<file path="src/rtl/ppu_fb_writer.sv">
// ppu_fb_writer
// Takes the PPU 2-bit pixel stream, maps each pixel through the BG palette,
// and tags it with its raster address (row-major, WIDTH x HEIGHT). It buffers
// the writes so that framebuffer stalls do not stall the PPU, and drives a
// valid/ready write port. The port's valid/addr/data registers are the head
// slot of the buffer. A small circular store of FIFO_DEPTH-1 entries sits
// behind them, so the total occupancy is 0..FIFO_DEPTH.
module ppu_fb_writer #(
    parameter int WIDTH      = 160,
    parameter int HEIGHT     = 144,
    parameter int FIFO_DEPTH = 4,
    parameter int ADDR_W     = 15
) (
    input  logic              clk,
    input  logic              reset,
    input  logic [1:0]        pixel_in,
    input  logic              pixel_valid,
    input  logic              frame_start,
    input  logic [7:0]        palette,
    output logic              fb_wr_valid,
    input  logic              fb_wr_ready,
    output logic [ADDR_W-1:0] fb_wr_addr,
    output logic [1:0]        fb_wr_data,
    output logic              frame_done,
    output logic              overflow
);

    // Backing store behind the head register
    localparam int BUF_D = FIFO_DEPTH - 1;
    localparam int PTR_W = (BUF_D > 1) ? $clog2(BUF_D) : 1;
    localparam int CNT_W = $clog2(FIFO_DEPTH);
    localparam int OCC_W = $clog2(FIFO_DEPTH) + 1;

    localparam logic [ADDR_W-1:0] LAST_ADDR = ADDR_W'(WIDTH * HEIGHT - 1);
    localparam logic [PTR_W-1:0]  PTR_LAST  = PTR_W'(BUF_D - 1);
    localparam logic [OCC_W-1:0]  OCC_FULL  = OCC_W'(FIFO_DEPTH);

    // Shade lookup: index p selects palette[2p+1:2p]
    function automatic logic [1:0] map_shade(input logic [7:0] pal,
                                             input logic [1:0] idx);
        logic [1:0] shade;
        case (idx)
            2'd0:    shade = pal[1:0];
            2'd1:    shade = pal[3:2];
            2'd2:    shade = pal[5:4];
            2'd3:    shade = pal[7:6];
            default: shade = 2'b00;
        endcase
        return shade;
    endfunction

    // Circular pointer advance over the BUF_D backing entries
    function automatic logic [PTR_W-1:0] ptr_inc(input logic [PTR_W-1:0] p);
        logic [PTR_W-1:0] r;
        if (p == PTR_LAST) begin
            r = {PTR_W{1'b0}};
        end else begin
            r = p + PTR_W'(1);
        end
        return r;
    endfunction

    // State
    logic [ADDR_W-1:0] addr_cnt_r;
    logic [ADDR_W-1:0] buf_addr_r [BUF_D];
    logic [1:0]        buf_data_r [BUF_D];
    logic [PTR_W-1:0]  buf_rd_ptr_r;
    logic [PTR_W-1:0]  buf_wr_ptr_r;
    logic [CNT_W-1:0]  buf_cnt_r;

    // Combinational next-state
    logic              pop_s;
    logic              full_s;
    logic              push_s;
    logic              drop_s;
    logic [OCC_W-1:0]  occ_s;
    logic [ADDR_W-1:0] addr_in_s;
    logic [1:0]        shade_s;
    logic              buf_empty_s;
    logic              buf_we_s;
    logic              valid_nxt_s;
    logic [ADDR_W-1:0] head_addr_nxt_s;
    logic [1:0]        head_data_nxt_s;
    logic [PTR_W-1:0]  rd_ptr_nxt_s;
    logic [PTR_W-1:0]  wr_ptr_nxt_s;
    logic [CNT_W-1:0]  cnt_nxt_s;
    logic [ADDR_W-1:0] addr_cnt_nxt_s;
    logic              overflow_nxt_s;
    logic              frame_done_nxt_s;

    // Input stage: handshake, full/drop decision, raster address, palette map
    always_comb begin
        pop_s       = fb_wr_valid & fb_wr_ready;
        occ_s       = OCC_W'(buf_cnt_r) + OCC_W'(fb_wr_valid);
        full_s      = (occ_s == OCC_FULL);
        push_s      = pixel_valid & (~full_s | pop_s);
        drop_s      = pixel_valid & full_s & ~pop_s;
        buf_empty_s = (buf_cnt_r == {CNT_W{1'b0}});
        shade_s     = map_shade(palette, pixel_in);
        if (frame_start) begin
            addr_in_s = {ADDR_W{1'b0}};
        end else begin
            addr_in_s = addr_cnt_r;
        end
        // Dropped pixels still consume an address so the raster stays aligned
        if (pixel_valid) begin
            if (addr_in_s == LAST_ADDR) begin
                addr_cnt_nxt_s = {ADDR_W{1'b0}};
            end else begin
                addr_cnt_nxt_s = addr_in_s + ADDR_W'(1);
            end
        end else if (frame_start) begin
            addr_cnt_nxt_s = {ADDR_W{1'b0}};
        end else begin
            addr_cnt_nxt_s = addr_cnt_r;
        end
        // A drop in the same cycle as frame_start keeps overflow set
        if (drop_s) begin
            overflow_nxt_s = 1'b1;
        end else if (frame_start) begin
            overflow_nxt_s = 1'b0;
        end else begin
            overflow_nxt_s = overflow;
        end
        frame_done_nxt_s = pop_s & (fb_wr_addr == LAST_ADDR);
    end

    // Buffer stage: refill the head register and steer pushes into the store
    always_comb begin
        valid_nxt_s     = fb_wr_valid;
        head_addr_nxt_s = fb_wr_addr;
        head_data_nxt_s = fb_wr_data;
        rd_ptr_nxt_s    = buf_rd_ptr_r;
        wr_ptr_nxt_s    = buf_wr_ptr_r;
        cnt_nxt_s       = buf_cnt_r;
        buf_we_s        = 1'b0;
        if (~fb_wr_valid | pop_s) begin
            // Head slot is free or being vacated this cycle
            if (~buf_empty_s) begin
                valid_nxt_s     = 1'b1;
                head_addr_nxt_s = buf_addr_r[buf_rd_ptr_r];
                head_data_nxt_s = buf_data_r[buf_rd_ptr_r];
                rd_ptr_nxt_s    = ptr_inc(buf_rd_ptr_r);
                if (push_s) begin
                    buf_we_s     = 1'b1;
                    wr_ptr_nxt_s = ptr_inc(buf_wr_ptr_r);
                end else begin
                    cnt_nxt_s = buf_cnt_r - CNT_W'(1);
                end
            end else if (push_s) begin
                // Empty store: bypass straight into the head register
                valid_nxt_s     = 1'b1;
                head_addr_nxt_s = addr_in_s;
                head_data_nxt_s = shade_s;
            end else begin
                valid_nxt_s = 1'b0;
            end
        end else begin
            // Head is stalled and held stable; new pixels queue behind it
            if (push_s) begin
                buf_we_s     = 1'b1;
                wr_ptr_nxt_s = ptr_inc(buf_wr_ptr_r);
                cnt_nxt_s    = buf_cnt_r + CNT_W'(1);
            end else begin
                cnt_nxt_s = buf_cnt_r;
            end
        end
    end

    // Head register, pointers, counters and status flags
    always_ff @(posedge clk or negedge reset) begin
        if (!reset) begin
            fb_wr_valid  <= 1'b0;
            fb_wr_addr   <= {ADDR_W{1'b0}};
            fb_wr_data   <= 2'b00;
            frame_done   <= 1'b0;
            overflow     <= 1'b0;
            addr_cnt_r   <= {ADDR_W{1'b0}};
            buf_rd_ptr_r <= {PTR_W{1'b0}};
            buf_wr_ptr_r <= {PTR_W{1'b0}};
            buf_cnt_r    <= {CNT_W{1'b0}};
        end else begin
            fb_wr_valid  <= valid_nxt_s;
            fb_wr_addr   <= head_addr_nxt_s;
            fb_wr_data   <= head_data_nxt_s;
            frame_done   <= frame_done_nxt_s;
            overflow     <= overflow_nxt_s;
            addr_cnt_r   <= addr_cnt_nxt_s;
            buf_rd_ptr_r <= rd_ptr_nxt_s;
            buf_wr_ptr_r <= wr_ptr_nxt_s;
            buf_cnt_r    <= cnt_nxt_s;
        end
    end

    // Backing store entries; written only when a push queues behind the head
    always_ff @(posedge clk or negedge reset) begin
        if (!reset) begin
            for (int i = 0; i < BUF_D; i++) begin
                buf_addr_r[i] <= {ADDR_W{1'b0}};
                buf_data_r[i] <= 2'b00;
            end
        end else if (buf_we_s) begin
            buf_addr_r[buf_wr_ptr_r] <= addr_in_s;
            buf_data_r[buf_wr_ptr_r] <= shade_s;
        end else begin
            buf_addr_r[buf_wr_ptr_r] <= buf_addr_r[buf_wr_ptr_r];
            buf_data_r[buf_wr_ptr_r] <= buf_data_r[buf_wr_ptr_r];
        end
    end

endmodule

</file>
<file path="config.mk">
export PLATFORM = sky130hd
export DESIGN_NAME = ppu_fb_writer
export DESIGN_NICKNAME = d
export VERILOG_FILES = /design/src/rtl/ppu_fb_writer.sv
export SDC_FILE = /design/constraint.sdc
export NUM_CORES = 1
export LEC_CHECK = 0
export CAP_MARGIN = 20
export CORE_MARGIN = 4
export CORE_UTILIZATION = 26
export DETAILED_ROUTE_END_ITERATION = 7
export GPL_TIMING_DRIVEN = 1
export MAX_ROUTING_LAYER = met4
export PLACE_DENSITY_LB_ADDON = 0.1
export SLEW_MARGIN = 20
export SYNTH_ARGS = -nofsm -noshare
export SYNTH_HDL_FRONTEND = slang
export SYNTH_SLANG_ARGS = --single-unit
</file>
<file path="constraint.sdc">
create_clock -name clk -period 2.88 [get_ports clk]
set_input_delay 0.576 -clock clk [delete_from_list [all_inputs] [get_ports clk]]
set_output_delay 0.576 -clock clk [all_outputs]
set_load 0.05 [all_outputs]
</file>
==> results.tsv <==
metric	value	unit
port bufs	34	
Fmax	388	MHz
Hold Fails Final Rpt	0	
TritonRoute pass-1 iters	4	
Hold Crit Class	input pin to asynchronous set/reset pin	
hold_ws	0.232	ns
vias in the first global route	3226	
# diodes	0	
mux share of post-synthesis cell area	19.5	%
R2R depth	7	
Antenna Nets Post-Route	0	
total power	4.89	mW
Worst EP required	3.12	ns
final cell utilization of the core	33.1	%
Post-Synthesis Cell Area	4500	um^2
net count after synthesis	408	
H-tree level count	3	
power density over the cells	882	nW/um^2
setup TNS	0	ns
Total GRT Usage	12.8	%
DRC	0	
Compound-Gate Fraction of Synth Area	9.46	%
top cells by area, synth	dfrtp_1 (51%), mux2_2 (11%), mux2i_1 (4.5%)	
TritonCTS clock tree	done	
starting density of the core	26.8	%
Max Cap Violations	0	
die width	140	um
crit path time final	2.58	ns
Slew @ Worst Pin	0.706	ns
Post-CTS Setup Bufs	0	
top_reg_cell synth	dfrtp_1	
Placed Instance Area	5210	um^2
post-synth top area share	51.2	%
Max-Slew Margin vs Limit	52.5	%
unrepaired setup endpoints after global routing	false	
first-pass GRT wire length	18.7	mm
Total Wirelength	11.6	mm
post-DR wirelength/cell	17.6	um
CTS clk-pin slew, worst paths	0.06	ns
total number of vias	3052	
DR iter-0 viols	108	
XOR/XNOR share of the synthesized area	2.34	%
clk sinks	92	
Reg2Reg Setup Slack	0.30	ns
GRT overflow	0	
post-synthesis sequential area ratio	51.2	%
LEAKAGE	2.49	nW
post-DR vias/cell	4.63	
final worst slack	0.303	ns
worst skew pair latency	0.35	ns
CTS max path bufs	2	
Ports	35	
number of enable flip-flop cells after synthesis	0	
worst r2r src	buf_cnt_r[0]$_DFFE_PN0P_	
Placed Cells	643	
CP Data Arrival Time	2.81	ns
core area	16800	um^2
reg-to-reg endpoint	buf_data_r[4]$_DFFE_PN0P_	
Die Area	19500	um^2
Die Y-Extent	140	um
crit-path max FO	18	
Yosys top cell by area	dfrtp_1	
fill count	1719	
GPL Wtd Cong	0.763	
status	complete, no violations	
area grow syn2layout	23.4	%
Resize count post-CTS	0	
Rows	47	
fraction of layout cells with a size suffix above 1	22.8	%
maximum vdd drop	0.361	mV
Final Skew	0.00805	ns
Avg Inst Size Synth	11.5	um^2
initial antenna violation count	0	
Synth Area in Adders	0.835	%
Post-Place Worst Slack	0.280	ns
Yosys cell types	46	
Setup crit end kind	register	
post-DP HPWL	7.75	mm
Setup-failing EPs final	0	
Layout Nets	452	
FFs w/ async S/R, synth	100	%
cells after synthesis	390	
largest net degree at the start of global routing	51	
register bit total from synthesis	92	
yosys synthesis warning count	0	
CTS Buf Count	9	
largest family of logic cells by synthesized area	multiplexers	
post-route design area	5550	um^2
final max-slew violation count	0	
Post-CTS Hold Buffers	0	
simple-gate share of the synthesized area	13.8	%
Critical Path Source Type	register	
Root Driver	clkbuf_16	
Period Utilization, post-route	89.5	%
worst setup path category	register to register	
non-filler cells, final	659	
cell usage after synthesis, types with 2 or more instances:
library cell,instances
or3_1,2
o22ai_1,16
mux2_2,44
nand2b_1,4
nor2b_1,15
mux4_2,2
ha_1,3
mux2i_1,20
nand3b_1,2
o21ai_1,2
nand4_1,3
xnor2_1,11
nor4_1,6
nand2_1,31
nor3_1,8
buf_2,3
inv_1,6
a21o_1,18
nand3_1,6
nor2_1,26
mux2_4,9
clkbuf_1,15
buf_4,2
nand4b_1,3
o21ai_0,20
dfrtp_1,92
buf_6,2
power by group:
group          leakage, nW  total [mW]  internal, mW  switching [mW]
clock network        0.169        1.35         0.829           0.520
registers             1.24        1.67          1.51           0.157
logic                 1.08        1.88         0.733            1.14
total                 2.49        4.89          3.07            1.82
layout make-up:
class | count | area [um^2] | share of cell area (%)
Clock inverter | 4 | 70.1 | 1.26
Clock buffer | 12 | 267 | 4.80
Timing Repair Buffer | 55 | 533 | 9.61
Sequential cell | 92 | 2300 | 41.5
Tap cell | 220 | 275 | 4.96
Multi-Input combinational cell | 270 | 2080 | 37.5
Inverter | 6 | 22.5 | 0.406
sequential cells by signal (all words and copies together), names as in the netlist:
name	flops
buf_cnt_r	2
buf_wr_ptr_r	2
overflow	1
buf_addr_r	45
buf_data_r	6
buf_rd_ptr_r	2
frame_done	1
fb_wr_valid	1
fb_wr_addr	15
fb_wr_data	2
addr_cnt_r	15
worst max-delay path: stages (launching register included):
cell      delay (ns)
dfrtp_1         0.45
ha_1            0.21
ha_1            0.27
or3b_4          0.42
o221ai_4        0.27
or3_1           0.16
buf_4           0.30
mux2_2          0.37
per-layer routing:
metal,vias to the layer above,global-route usage (%),wire length [um]
met5,-,-,0
met4,0,2.63,112
met3,9,3.43,421
met2,43,20.7,5720
met1,1525,16.2,5350
li1,1475,-,-
cell families after synthesis:
kind of cell,Yosys count
DFF,92
muxes,75
adders and majority gates,3
and+or+nand+nor,117
AOI/OAI and AO/OA,63
buffers and inverters,28
xor gates and xnor gates,12
layout by cell type, fill, tap and decap left out, types with 4 or more instances in the layout:
| master | instances |
|---|---|
| nand2b_1 | 4 |
| nor4_1 | 6 |
| mux2_2 | 44 |
| nor2b_1 | 15 |
| xnor2_1 | 11 |
| mux2_4 | 9 |
| buf_4 | 19 |
| o21ai_0 | 20 |
| a21o_1 | 18 |
| clkbuf_16 | 9 |
| dfrtp_1 | 92 |
| inv_1 | 6 |
| o22ai_1 | 16 |
| nor3_1 | 8 |
| mux2i_1 | 20 |
| nor2_1 | 26 |
| clkdlybuf4s50_1 | 33 |
| nand3_1 | 6 |
| nand2_1 | 31 |
worst max path at each step:
| stage | start | to | slack, ns | depth (start not counted) |
|---|---|---|---|---|
| floorplan | fb_wr_valid$_DFFE_PN0N_ | buf_addr_r[35]$_DFFE_PN0P_ | 0.20 | 8 |
| global placement | buf_cnt_r[0]$_DFFE_PN0P_ | buf_addr_r[44]$_DFFE_PN0P_ | 0.31 | 7 |
| detailed placement | buf_cnt_r[0]$_DFFE_PN0P_ | buf_addr_r[44]$_DFFE_PN0P_ | 0.28 | 7 |
| CTS | buf_cnt_r[0]$_DFFE_PN0P_ | buf_addr_r[31]$_DFFE_PN0P_ | 0.27 | 7 |
| global route | buf_cnt_r[0]$_DFFE_PN0P_ | buf_addr_r[33]$_DFFE_PN0P_ | 0.13 | 7 |
| finish | buf_cnt_r[0]$_DFFE_PN0P_ | buf_data_r[4]$_DFFE_PN0P_ | 0.30 | 7 |
No activity file was read; power rests on OpenSTA's default activity.
